==> src/rtl/bit_frame_receiver.sv <==
// Serial frame receiver: hunts for a sync word, then shifts in a PAY_W-bit payload
// MSB first and presents it with a one-cycle valid pulse and a saturating frame count.
module bit_frame_receiver #(
  parameter int unsigned              SYNC_W = 4,
  parameter logic [SYNC_W-1:0]        SYNC   = 4'b1011,
  parameter int unsigned              PAY_W  = 4,
  parameter int unsigned              CNT_W  = 8
) (
  input  logic             clk,
  input  logic             rst,
  input  logic             en,
  input  logic             bit_in,
  output logic             sync_hit,
  output logic             busy,
  output logic [PAY_W-1:0] frame_data,
  output logic             frame_valid,
  output logic [CNT_W-1:0] frame_cnt
);

  localparam int unsigned FILL_W = $clog2(SYNC_W);
  localparam int unsigned BCNT_W = (PAY_W > 1) ? $clog2(PAY_W) : 1;
  localparam logic [FILL_W-1:0] FILL_LAST = FILL_W'(SYNC_W - 1);
  localparam logic [BCNT_W-1:0] BCNT_LAST = BCNT_W'(PAY_W - 1);

  typedef enum logic [0:0] {
    HUNT    = 1'b0,
    PAYLOAD = 1'b1
  } state_t;

  state_t              state, state_nxt;
  logic [SYNC_W-1:0]   sr, sr_nxt, sr_shift;
  logic [FILL_W-1:0]   fill, fill_nxt;
  logic [PAY_W-1:0]    pay, pay_nxt, pay_shift;
  logic [BCNT_W-1:0]   bcnt, bcnt_nxt;
  logic [PAY_W-1:0]    data_nxt;
  logic [CNT_W-1:0]    cnt_nxt;
  logic                hit_nxt, valid_nxt;

  always_ff @(posedge clk) begin
    if (rst) begin
      state       <= HUNT;
      sr          <= '0;
      fill        <= '0;
      pay         <= '0;
      bcnt        <= '0;
      frame_data  <= '0;
      frame_cnt   <= '0;
      sync_hit    <= 1'b0;
      frame_valid <= 1'b0;
    end else begin
      state       <= state_nxt;
      sr          <= sr_nxt;
      fill        <= fill_nxt;
      pay         <= pay_nxt;
      bcnt        <= bcnt_nxt;
      frame_data  <= data_nxt;
      frame_cnt   <= cnt_nxt;
      sync_hit    <= hit_nxt;
      frame_valid <= valid_nxt;
    end
  end

  // Shift written as a shift-or so PAY_W=1 needs no special case
  always_comb begin
    sr_shift  = {sr[SYNC_W-2:0], bit_in};
    pay_shift = (pay << 1) | PAY_W'(bit_in);
  end

  always_comb begin
    state_nxt = state;
    sr_nxt    = sr;
    fill_nxt  = fill;
    pay_nxt   = pay;
    bcnt_nxt  = bcnt;
    data_nxt  = frame_data;
    cnt_nxt   = frame_cnt;
    hit_nxt   = 1'b0;
    valid_nxt = 1'b0;
    if (en) begin
      case (state)
        HUNT: begin
          sr_nxt = sr_shift;
          // fill gate keeps reset-cleared zeros in sr from matching
          if ((sr_shift == SYNC) && (fill == FILL_LAST)) begin
            state_nxt = PAYLOAD;
            bcnt_nxt  = '0;
            hit_nxt   = 1'b1;
            sr_nxt    = '0;
            fill_nxt  = '0;
          end else if (fill != FILL_LAST) begin
            fill_nxt = fill + FILL_W'(1);
          end
        end
        PAYLOAD: begin
          pay_nxt = pay_shift;
          if (bcnt == BCNT_LAST) begin
            data_nxt  = pay_shift;
            valid_nxt = 1'b1;
            if (frame_cnt != '1) cnt_nxt = frame_cnt + CNT_W'(1);
            state_nxt = HUNT;
            fill_nxt  = '0;
            bcnt_nxt  = '0;
          end else begin
            bcnt_nxt = bcnt + BCNT_W'(1);
          end
        end
        default: state_nxt = HUNT;
      endcase
    end
  end

  assign busy = (state == PAYLOAD);

endmodule

==> config.mk <==
export PLATFORM = sky130hd
export DESIGN_NAME = bit_frame_receiver
export DESIGN_NICKNAME = d
export VERILOG_FILES = /design/src/rtl/bit_frame_receiver.sv
export SDC_FILE = /design/constraint.sdc
export NUM_CORES = 1
export LEC_CHECK = 0
export ABC_AREA = 1
export CAP_MARGIN = 20
export CORE_MARGIN = 2
export CORE_UTILIZATION = 55
export DETAILED_ROUTE_END_ITERATION = 8
export PLACE_DENSITY = 0.81
export SKIP_LAST_GASP = 1
export SYNTH_ARGS = -nofsm -noshare
export SYNTH_HDL_FRONTEND = slang
export SYNTH_SLANG_ARGS = --single-unit
==> constraint.sdc <==
create_clock -name clk -period 2.3 [get_ports clk]
set_input_delay 0.345 -clock clk [delete_from_list [all_inputs] [get_ports clk]]
set_output_delay 0.345 -clock clk [all_outputs]
set_load 0.05 [all_outputs]
==> tab_implementation.tex <==
\begin{tabular}{lr}
\hline
Metric & Value \\
\hline
\multicolumn{2}{l}{\textbf{Run status}} \\
\quad Outcome & complete, no violations \\
\multicolumn{2}{l}{\textbf{STA}} \\
\quad Max-slew violation total from the final report & 0 \\
\quad Final-report setup violation count & 0 \\
\quad Peak clock frequency supported by timing & 503.5 MHz \\
\quad Worst relative slew slack & 66.50\% \\
\quad Post-layout minimum cycle time & 1986 ps \\
\quad Hold violation total from the final report & 0 \\
\quad Setup repair after global routing missed its margin & no \\
\quad Final total negative setup slack & 0 ps \\
\quad Slew at the pin closest to its max-slew limit & 501.0 ps \\
\quad Tcrit/Tclk final & 86.36\% \\
\quad Clock skew & 4.527 ps \\
\multicolumn{2}{l}{\textbf{Synthesis}} \\
\quad Post-synthesis area per instance & 7.103 sq um \\
\quad Synthesized Nets & 168 \\
\quad Synthesized instance count & 161 \\
\quad Number of distinct library cells after synthesis & 22 \\
\quad Post-synthesis sequential element count & 25 \\
\quad Sequential-to-total area share from yosys stat & 43.76\% \\
\quad Yosys warnings & 0 \\
\quad Mapped cell area & 0.001144 sq mm \\
\multicolumn{2}{l}{\textbf{Clocking}} \\
\quad Clock insertion delay at the later pin of the skew report & 320 ps \\
\quad Clock tree root buffer cell & clkbuf\_4 \\
\quad TritonCTS buffer count & 3 \\
\quad Clock-pin transition on the worst setup and hold timing paths & 140 ps \\
\quad Sinks on the clock net & 25 \\
\quad Hold-fix buffers, CTS & 0 \\
\quad Number of H-tree levels & 1 \\
\quad Maximum buffer depth of the clock tree & 2 \\
\quad Buffers inserted by post-CTS timing repair & 0 \\
\quad Clock tree from TritonCTS & built \\
\quad Count of cells resized by post-cts repair & 0 \\
\multicolumn{2}{l}{\textbf{Detailed routing}} \\
\quad WL per Instance & 11.33 microns \\
\quad Met1 wire length & 1027 microns \\
\quad Detailed-route vias per instance & 5.110 \\
\quad Uppermost routed layer & met4 \\
\quad Via count & 1,068 \\
\quad Met2 Routed Length & 1230 microns \\
\quad DRC & 0 \\
\quad Final WL & 2367 microns \\
\quad Drt first pass iters & 4 \\
\quad Met3 layer wire length in the routed design & 86 microns \\
\quad Post-route antenna net violation count & 0 \\
\quad Number of violations reported at the end of detailed-routing iteration 0 & 17 \\
\multicolumn{2}{l}{\textbf{Worst setup path}} \\
\quad Crit Path Category & reg -> out \\
\quad Required time at the endpoint of the critical path & 1960 ps \\
\quad Critical Path End Type & output pin \\
\quad Slowest cell on the critical path & clkdlybuf4s50\_1 \\
\quad Nature of the critical path startpoint & flip-flop \\
\quad Crit path largest cell delay & 850 ps \\
\quad Worst Path Arrival & 1640 ps \\
\quad Cell family contributing the most delay on the critical path & buffers and inverters \\
\quad Critical path, cell by cell & clkdlybuf4s50\_1 \\
\quad Number of buffer and inverter instances along the worst setup path & 1 \\
\quad Crit Path Max Fanout & 6 \\
\multicolumn{2}{l}{\textbf{Global routing}} \\
\quad Total track usage & 20.92\% \\
\quad Leftover overflow at the end of global routing & 0 \\
\quad Largest net degree at the start of global routing & 17 \\
\quad First-pass GRT wire length & 4057 microns \\
\quad Vias in the first global route & 1,011 \\
\quad Initial antenna violation count & 0 \\
\multicolumn{2}{l}{\textbf{Cells and area}} \\
\quad Flip-flop and latch area & 500.5 sq um \\
\quad Fraction of final layout cells sized beyond drive strength 1 & 6.593\% \\
\quad \# nets final & 190 \\
\quad Multi-input logic area & 546.8 sq um \\
\quad Final core utilization & 70.60\% \\
\quad Antenna cell count & 0 \\
\quad Synth-to-Final Area Change & 21.12\% \\
\quad Count of fill cells added during filler insertion & 188 \\
\multicolumn{2}{l}{\textbf{Placed design}} \\
\quad Number of buffers inserted by port buffering & 18 \\
\quad Global placement routability congestion & 0.8028 \\
\quad Estimated wirelength of the detail-placed design & 1846 microns \\
\multicolumn{2}{l}{\textbf{Floorplanning}} \\
\quad Vertical die dimension & 49.60 microns \\
\quad Initial standard-cell utilization of the core & 58.29\% \\
\quad X dimension of the die & 49.60 microns \\
\quad Count of boundary I/O pins & 19 \\
\quad Die footprint & 0.002460 sq mm \\
\quad Core Footprint & 0.001962 sq mm \\
\quad Site Rows & 16 \\
\multicolumn{2}{l}{\textbf{Job}} \\
\quad Max-cap check violation count & 0 \\
\multicolumn{2}{l}{\textbf{Power}} \\
\quad Areal power density over the cells & 494.5 mW/mm\^{}2 \\
\quad Static Leakage & 0.0006100 uW \\
\quad VDD IR max & 0.3529 mV \\
\multicolumn{2}{l}{\textbf{Hold path}} \\
\quad Path category of the worst min-delay check & reg -> reg \\
\hline
\end{tabular}
## area by class of cell
type	count	area share (%)
clock buffer	3	1.626
clock inverter	1	0.5420
inverter	21	6.233
multi-input combinational	113	39.48
sequential	25	36.13
tap	27	2.439
timing repair buffer	19	13.55
## path summary, 6_finish.rpt
path                              from                          to  slack, ps  depth (start not counted)
max          frame_cnt[2]$_SDFFE_PP0P_                frame_cnt[2]        310                          1
min                pay[2]$_SDFFE_PP0P_  frame_data[3]$_SDFFE_PP0P_        470                          2
max reg2reg  frame_cnt[1]$_SDFFE_PP0P_   frame_cnt[1]$_SDFFE_PP0P_        910                          8
min reg2reg        pay[2]$_SDFFE_PP0P_  frame_data[3]$_SDFFE_PP0P_        470                          2
## layer usage
layer,vias to the layer above,GRT usage (%)
met2,25,39.33
met1,486,23.81
met4,0,6.944
met5,-,0
met3,3,3.030
li1,554,-
## per-stage QoR
stage	instances	power [uW]	hold slack [ps]	area [sq um]	setup slack, ps
after global routing	209	714.5	527.1	1385	259.7
after CTS	209	687.5	471.9	1385	311.5
final	209	684.9	467.8	1385	313.8
after global placement	205	494.1	448.5	1355	561.4
after floorplan	161	481.2	413.6	1144	665.0
after detailed placement	205	495.0	451.4	1355	520.1
## sequential cells by signal, indices dropped and copies added (netlist names)
signal / count
frame_data: 4
frame_valid: 1
frame_cnt: 8
bcnt: 2
sr: 3
busy: 1
sync_hit: 1
pay: 3
fill: 2
## placed cells by master (no fill, tap or decap), drive strengths merged
cell type,Yosys,routed
o21ai,10,10
a21boi,1,1
a21oi,12,12
buf,2,1
ha,3,3
nor3,2,2
a211oi,1,1
nand2,47,47
nand3b,1,1
nor2,18,18
inv,20,20
dfxtp,25,25
nor4,1,1
clkbuf,0,3
clkinv,1,1
nand3,14,14
nand4,1,1
xor2,2,2
clkdlybuf4s50,0,18
clkinvlp,0,1
## synthesized netlist by cell type
master	instances	area, sq um
a21oi_1	12	60.06
nand2_2	1	6.260
nor4_1	1	6.260
a21boi_0	1	7.510
buf_2	2	10.01
inv_1	18	67.56
nand3_2	1	10.01
nand3b_1	1	7.510
nor2_1	18	67.56
nand3_1	13	65.06
dfxtp_1	25	500.5
clkinv_4	1	8.760
ha_1	3	37.54
inv_2	1	3.750
nand4_1	1	6.260
a211oi_1	1	7.510
nand2_1	44	165.2
inv_4	1	6.260
nand2_4	2	22.52
o21ai_0	10	50.05
xor2_1	2	17.52
nor3_1	2	10.01
## cells by family (layout without fill, tap and decap cells)
| logic type | Yosys count | count (layout) | share of synthesized area [%] |
|---|---|---|---|
| DFF | 25 | 25 | 43.76 |
| buffers and inverters | 23 | 44 | 8.424 |
| xor gates and xnor gates | 2 | 2 | 1.532 |
| AOI/OAI and AO/OA | 24 | 24 | 10.94 |
| and+or+nand+nor | 84 | 84 | 32.06 |
| adders and majority gates | 3 | 3 | 3.283 |
## power by group
group / switching (uW) / internal (uW)
logic: 23.3 / 17.3
registers: 4.49 / 440
clock network: 133 / 66.5
Note: power is estimated with default switching activity, not from simulation.
